--- src/rtl/edge_cnt_pkg.sv ---
// Shared constants for the edge counter array: edge_mode encoding and arming length.
package edge_cnt_pkg;

   localparam logic [1:0] EDGE_FALL = 2'b00;
   localparam logic [1:0] EDGE_RISE = 2'b01;
   localparam logic [1:0] EDGE_BOTH = 2'b10;
   localparam logic [1:0] EDGE_OFF  = 2'b11;

   // Clocks of suppressed detection after reset release; covers the synchroniser fill.
   function automatic int unsigned arm_len(input int unsigned sync_stages);
      return sync_stages + 1;
   endfunction

endpackage

--- src/rtl/edge_chan.sv ---
// One channel: synchroniser, edge detect, counter, toggle output and sticky overflow.
module edge_chan
   import edge_cnt_pkg::*;
#(
   parameter int unsigned CNT_W       = 8,
   parameter int unsigned SYNC_STAGES = 2
) (
   input  logic             clk,
   input  logic             rst_n,
   input  logic             din,
   input  logic [1:0]       edge_mode,
   input  logic             armed,
   input  logic             clr,
   output logic [CNT_W-1:0] count,
   output logic             edge_pulse,
   output logic             to_osc,
   output logic             overflow
);

   logic [SYNC_STAGES-1:0] sync_q;
   logic                   prev_q;
   logic                   s;
   logic                   hit;
   logic [CNT_W-1:0]       count_q, count_d;
   logic                   pulse_q, pulse_d;
   logic                   tog_q, tog_d;
   logic                   ovf_q, ovf_d;

   assign s = sync_q[SYNC_STAGES-1];

   always_comb begin
      hit = 1'b0;
      case (edge_mode)
         EDGE_FALL: hit = prev_q & ~s;
         EDGE_RISE: hit = ~prev_q & s;
         EDGE_BOTH: hit = prev_q ^ s;
         EDGE_OFF:  hit = 1'b0;
         default:   hit = 1'b0;
      endcase
   end

   // clr wins over a same-cycle edge; the toggle output is left alone by clr.
   always_comb begin
      count_d = count_q;
      pulse_d = 1'b0;
      tog_d   = tog_q;
      ovf_d   = ovf_q;
      if (clr) begin
         count_d = '0;
         ovf_d   = 1'b0;
      end else if (hit && armed) begin
         count_d = count_q + CNT_W'(1);
         pulse_d = 1'b1;
         tog_d   = ~tog_q;
         if (&count_q) ovf_d = 1'b1;
      end
   end

   always_ff @(posedge clk or negedge rst_n) begin
      if (!rst_n) begin
         sync_q  <= '0;
         prev_q  <= 1'b0;
         count_q <= '0;
         pulse_q <= 1'b0;
         tog_q   <= 1'b0;
         ovf_q   <= 1'b0;
      end else begin
         sync_q  <= {sync_q[SYNC_STAGES-2:0], din};
         prev_q  <= s;
         count_q <= count_d;
         pulse_q <= pulse_d;
         tog_q   <= tog_d;
         ovf_q   <= ovf_d;
      end
   end

   assign count      = count_q;
   assign edge_pulse = pulse_q;
   assign to_osc     = tog_q;
   assign overflow   = ovf_q;

endmodule

--- src/rtl/edge_counter_array.sv ---
// Multi-channel edge counter with arming after reset, channel select/LED view and clock divider.
module edge_counter_array
   import edge_cnt_pkg::*;
#(
   parameter int unsigned NCH         = 4,
   parameter int unsigned CNT_W       = 8,
   parameter int unsigned SYNC_STAGES = 2,
   parameter int unsigned DIV_W       = 8,
   localparam int unsigned SEL_W      = (NCH > 1) ? $clog2(NCH) : 1
) (
   input  logic             pll_inst1_CLKOUT0,
   input  logic             BTN0,
   input  logic [NCH-1:0]   data_in,
   input  logic [1:0]       edge_mode,
   input  logic             clr,
   input  logic [DIV_W-1:0] div_ratio,
   input  logic [SEL_W-1:0] sel,
   output logic [CNT_W-1:0] count_out,
   output logic [3:0]       LED,
   output logic [NCH-1:0]   edge_pulse,
   output logic [NCH-1:0]   to_osc,
   output logic [NCH-1:0]   overflow,
   output logic             clk_out
);

   localparam int unsigned ARM_LEN = arm_len(SYNC_STAGES);
   localparam int unsigned ARM_W   = $clog2(ARM_LEN + 1);

   logic [ARM_W-1:0] arm_q;
   logic             armed;
   logic [CNT_W-1:0] cnt [NCH];
   logic [DIV_W-1:0] div_cnt_q;
   logic             clk_out_q;

   assign armed = (arm_q == ARM_W'(ARM_LEN));

   always_ff @(posedge pll_inst1_CLKOUT0 or negedge BTN0) begin
      if (!BTN0) begin
         arm_q <= '0;
      end else if (!armed) begin
         arm_q <= arm_q + ARM_W'(1);
      end
   end

   for (genvar g = 0; g < NCH; g++) begin : g_chan
      edge_chan #(
         .CNT_W       (CNT_W),
         .SYNC_STAGES (SYNC_STAGES)
      ) u_chan (
         .clk        (pll_inst1_CLKOUT0),
         .rst_n      (BTN0),
         .din        (data_in[g]),
         .edge_mode  (edge_mode),
         .armed      (armed),
         .clr        (clr),
         .count      (cnt[g]),
         .edge_pulse (edge_pulse[g]),
         .to_osc     (to_osc[g]),
         .overflow   (overflow[g])
      );
   end

   // Out-of-range selects fall through to zero.
   always_comb begin
      count_out = '0;
      for (int unsigned i = 0; i < NCH; i++) begin
         if (sel == SEL_W'(i)) count_out = cnt[i];
      end
   end

   always_comb begin
      LED = 4'hF;
      for (int i = 0; i < 4; i++) LED[i] = ~count_out[3-i];
   end

   always_ff @(posedge pll_inst1_CLKOUT0 or negedge BTN0) begin
      if (!BTN0) begin
         div_cnt_q <= '0;
         clk_out_q <= 1'b0;
      end else if (div_cnt_q >= div_ratio) begin
         div_cnt_q <= '0;
         clk_out_q <= ~clk_out_q;
      end else begin
         div_cnt_q <= div_cnt_q + DIV_W'(1);
      end
   end

   assign clk_out = clk_out_q;

endmodule
--- config.mk ---
export PLATFORM = sky130hd
export DESIGN_NAME = edge_counter_array
export DESIGN_NICKNAME = d
export VERILOG_FILES = /design/src/rtl/edge_cnt_pkg.sv /design/src/rtl/edge_chan.sv /design/src/rtl/edge_counter_array.sv
export SDC_FILE = /design/constraint.sdc
export NUM_CORES = 1
export LEC_CHECK = 0
export ABC_AREA = 1
export CAP_MARGIN = 20
export CORE_AREA = 2 2 86 105
export DETAILED_ROUTE_END_ITERATION = 6
export DIE_AREA = 0 0 88 107
export GPL_ROUTABILITY_DRIVEN = 1
export PLACE_DENSITY = 0.72
export SLEW_MARGIN = 20
export SYNTH_ARGS = -nofsm -noshare
export SYNTH_HDL_FRONTEND = slang
export SYNTH_HIERARCHICAL = 1
export SYNTH_SLANG_ARGS = --single-unit
--- constraint.sdc ---
create_clock -name pll_inst1_CLKOUT0 -period 1.85 [get_ports pll_inst1_CLKOUT0]
set_input_delay 0.37 -clock pll_inst1_CLKOUT0 [delete_from_list [all_inputs] [get_ports pll_inst1_CLKOUT0]]
set_output_delay 0.37 -clock pll_inst1_CLKOUT0 [all_outputs]
set_load 0.005 [all_outputs]
* After elaboration in Yosys (flattened, before gate mapping) *
Index checks and enable logic that the tools add are counted.

cells by class
  add/subtract/negate cells = 6
  $lt $le $gt $ge = 1
  eq/ne operators = 7
  mux-type cells = 37
  bitwise operators = 30
  reduce and logical (&&, ||, !) cells = 26

operator list
  kind                   number
  $mux W8                13
  $add A8 B1 Y8 const B  5
  $reduce_and A8 Y1      4
  $mux W1                20
  $not A1 Y1             18
  $pmux W1 S4            4
  $reduce_and A2 Y1      8
  $reduce_bool A2 Y1     8
  $eq A2 B2 Y1 const B   5
  $and A1 B1 Y1          8
  $ge A8 B8 Y1           1
  $eq A2 B1 Y1 const B   2
  $logic_and A1 B1 Y1    4
  $logic_not A2 Y1       2
  $xor A1 B1 Y1          4
  $add A2 B1 Y2 const B  1

word-level totals
  register bits after elaboration = 67
  output and inout bits = 25
  logic and storage cells = 134

* Longest topological paths before layout *
  word-level depth = 6
  mapped depth = 11
  gate-level depth less buffers = 11

* Cells and area by module *
Netlist, hierarchy kept.

modules (own cells, without submodules)
  module              instances  cells each  area an instance (um^2)  sequential area each (um^2)
  edge_chan           4          102         778.2                    350.3
  edge_counter_array  1          136         978.4                    275.3

* Least setup slack after synthesis *
Ideal clock, no wire load.

  path kind = register to register
  start = register arm_q[0]
  end = register g_chan[1].u_chan.count_q[6]
  arrival = 1.256 ns
  path slack = 0.476 ns
  cell stages (with the launch flop) = 9
  period minus slack after synthesis = 1.374 ns
  path through = dfrtp_1 > ha_1 > inv_1 > a21oi_1 > nand3_2 > nand2_4 > inv_2 > nand2_1 > nand2_1

on the way
  cells in the longest elaborated chain, start to end = 3

ends and longest elaborated chain
  element                              RTL line                  RTL
  start, declared                      edge_counter_array.sv:29  logic [ARM_W-1:0] arm_q;
  start signal, assigned               edge_counter_array.sv:41  arm_q <= arm_q + ARM_W'(1);
  $eq A2 B2 Y1                         edge_counter_array.sv:35  assign armed = (arm_q == ARM_W'(ARM_LEN));
  named net armed                      edge_counter_array.sv:30  logic armed;
  $logic_and A1 B1 Y1                  edge_chan.sv:51           end else if (hit && armed) begin
  $reduce_bool A2 Y1 (no source line)  --
  end signal, assigned                 edge_chan.sv:70           count_q <= count_d;
  end, declared                        edge_chan.sv:24           logic [CNT_W-1:0] count_q, count_d;

The timed path passes the listed nets, and every way through them passes these cells.
A chain may end at the register's enable or synchronous reset.

* Worst setup path in the final report *
  start = input port sel[0]
  end = output port LED[0]

on the way
  cells in the longest elaborated chain, start to end = 6

ends and longest elaborated chain
  element               RTL line                  RTL
  start, declared       edge_counter_array.sv:17  input logic [SEL_W-1:0] sel,
  $logic_not A2 Y1      edge_counter_array.sv:67  if (sel == SEL_W'(i)) count_out = cnt[i];
  $mux W8 (3 in a row)  edge_counter_array.sv:67
  $mux W8 (*)           edge_counter_array.sv:67
  $not A1 Y1 (*)        edge_counter_array.sv:73  for (int i = 0; i < 4; i++) LED[i] = ~count_out[3-i];
  end, declared         edge_counter_array.sv:19  output logic [3:0] LED,

Mark *: on every way between the ends. The rest lies on a longest branch, timed or not.

==> qor.yml <==
status: "complete, no violations"
power-per-cell-area_mw_per_mm2: 758.3
crit_buf_inv: 6
core_area_mm2: 0.008379
path_delay_family: "buffers and inverters"
syn_inst: 544
ys_ff_latch: 67
post-route-worst-setup-slack_ns: 0.1326
end_kind: "primary output"
swShare_pct: 29.81
root_buffer: "clkbuf_8"
worstPathMaxFanout: 5
synth_top_area_share_pct: 40.98
sequentialPowerShare_pct: 45.2
utilization_pct: 61.85
fin_setup_tns_ns: 0
finalCritPeriodShare_pct: 92.84
syn_to_final_growth_pct: 26.67
num_vias: 3736
instances_no_fill: 754
synthesis.nets: 585
wl_um: 9373
grtUsageTotal_pct: 21.06
drt_iter0_markers: 189
layout.nets: 675
ios: 44
cts_sinks: 67
fin_crit_ns: 1.717
cts_max_path_buffers: 2
cp_slowest_stage_delay_ns: 0.25
drive_gt1_share_pct: 19.00
htree_levels: 3
n_fill_cell: 725
synth.area.top_cells: "dfrtp_1 (41%), nand2_1 (18%), ha_1 (6.7%)"
leakagePower_nw: 2.729
seq_area_mm2: 0.001685
multi_input_area_mm2: 0.002085
initial_core_util_pct: 48.83
p_int_mw: 2.758
hold_class: "input pin to asynchronous set/reset pin"
yosys.area.top_type: "dfrtp_1"
chipHeight_um: 107
viasPerCell: 4.955
grt_first_pass_wirelength_um: 15550
rsz0062_at_grt: "no"
skew_ns: 0.008700
gp_congestion: 0.8294
final_antenna_net_count: 0
fp.dieW_um: 88
slowest_stage: "dlygate4sd2_1"
pwr-share-clk_pct: 32.0
drc: 0
rows: 37
antenna_found_initial: 0
clk_pin_slew_ns: 0.07
grt-ovfl-total: 0
use_met2_pct: 36.85
place_hpwl_um: 6764
drt_pass1_iterations: 5
syn-cell-area_mm2: 0.004091
post_synth.cell_area_avg_um2: 7.521
dp_slack_ns: -0.5432
worstPathRequired_ns: 1.48
synthDistinctLibCells: 26
hold_violations: 0
place_area_mm2: 0.004822
busiest_layer: "met2"
dp_cells: 721
grt_max_degree: 68
grt_use_met1_pct: 24.66
finalSetupViolCount: 0
num_antenna_cells: 0
maxCapViolations: 0
fmaxAchievable_mhz: 582.3
grt_pass1_vias: 3487
vdd_drop_max_uv: 601.5
die_area_mm2: 0.009416
drt-wirelength-per-cell_um: 12.43
path_class: "input pin to primary output"
numPortBuffers: 43
comb_power_share_pct: 22.8
power_switching_mw: 1.172
worstSkewPairLatency_ns: 0.35
use_met3_pct: 4.234
yosysSeqAreaShare_pct: 40.98
cts_buffers: 9
relSlewSlack_pct: 75.09
design_area_mm2: 0.005182
worst_slew_pin_slew_ns: 0.3736
cp-start-kind: "input pin"
cts_tree: "built"
arrival_ns: 1.35
slew_viol_final: 0
ys_warn_count: 6
crit_chain: "buf_2, buf_6, buf_4, nand3_1, nand2_1, clkinv_1, nand3_2, inv_2, dlygate4sd2_1"
power groups by stage:
stage	clock (mW)	sequential (mW)	combinational, mW
after detailed placement	0	1.80	0.884
final	1.26	1.78	0.895
after floorplan	0	1.77	0.518
after global placement	0	1.80	0.840
after CTS	1.27	1.78	0.896
after global routing	1.33	1.80	1.02
metrics by stage:
step | power, mW | hold WS (ns)
5_1_grt | 4.156 | 0.05397
6_report | 3.930 | 0.01077
2_1_floorplan | 2.291 | 0.07441
4_1_cts | 3.945 | 0.04745
3_3_place_gp | 2.641 | 0.3341
3_5_place_dp | 2.689 | 0.3356
repair_timing:
item	4_1_cts	5_1_grt
buffers inserted	13	6
gates resized for setup	31	4
endpoints found under the setup margin	12	5
pin swaps	3	0
hold buffers	0	0
final timing paths:
path / startpoint / endpoint / slack [ns] / cells past startpoint
min reg2reg: g_chan[3].u_chan/sync_q[0] / g_chan[3].u_chan/sync_q[1] / 0.35 / 0
max reg2reg: arm_q[0] / g_chan[1].u_chan/count[6] / 0.25 / 8
max: sel[0] / LED[0] / 0.13 / 9
min in group pll_inst1_CLKOUT0: g_chan[3].u_chan/sync_q[0] / g_chan[3].u_chan/sync_q[1] / 0.35 / 0
max in group asynchronous: BTN0 / g_chan[1].u_chan/count[5] / 1.49 / 2
min: BTN0 / g_chan[1].u_chan/to_osc / 0.01 / 2
area by class of cell:
cell class	count	share of cell area, %
sequential	67	32.52
clock buffer	12	3.187
timing repair buffer	84	14.44
inverter	84	6.132
multi-input combinational	388	40.22
tap	117	2.825
clock inverter	2	0.6760
routing by layer:
metal  routed length, um  vias to the layer above
met5                   0                        -
met4                 267                        0
met3                 393                       21
met2                4900                       82
met1                3811                     1745
li1                    -                     1888
cell usage after synthesis:
cell        n
a21o_1      1
a21oi_1    10
buf_2       4
buf_6       1
clkinv_1    6
dfrtp_1    67
ha_1       22
inv_1      60
inv_2      18
mux2_2      1
nand2_1   193
nand2_4     4
nand3_1    30
nand3_2    12
nand4_1    21
nor2_1     43
nor2_2      2
nor2_4      8
nor2_8      1
nor3_1      4
nor3_2      1
o21ai_0     2
o21ai_1    16
o21ai_2     6
xnor2_1     7
xor2_1      4
cell families (layout without fill, tap and decap cells):
family	count (synthesis)	after routing	share of synthesized area, %
simple gates	319	319	36.30
compound gates	35	35	4.893
flops	67	67	40.98
xor+xnor	11	11	2.355
fa+ha+maj	22	22	6.728
buf+inv	89	182	8.471
mux	1	1	0.2752
state kept, by name (all words and copies together), names as in the netlist:
| name | flops |
|---|---|
| g_chan.u_chan/count | 32 |
| div_cnt_q | 8 |
| g_chan.u_chan/sync_q | 8 |
| g_chan.u_chan/edge_pulse | 4 |
| g_chan.u_chan/overflow | 4 |
| g_chan.u_chan/prev_q | 4 |
| g_chan.u_chan/to_osc | 4 |
| arm_q | 2 |
| clk_out | 1 |
layout by cell type (no fill, tap or decap), drive strengths merged:
master,n
mux2,1
clkinv,7
nor3,5
a21o,1
buf,44
a21oi,10
xor2,4
clkbuf,12
dfrtp,67
bufinv,1
ha,22
dlygate4sd2,9
dlymetal6s2s,3
nor2,54
nand4,21
nand2,197
inv,78
nand3,42
o21ai,24
xnor2,7
clkdlybuf4s50,28
Note: power is estimated with default switching activity, not from simulation.
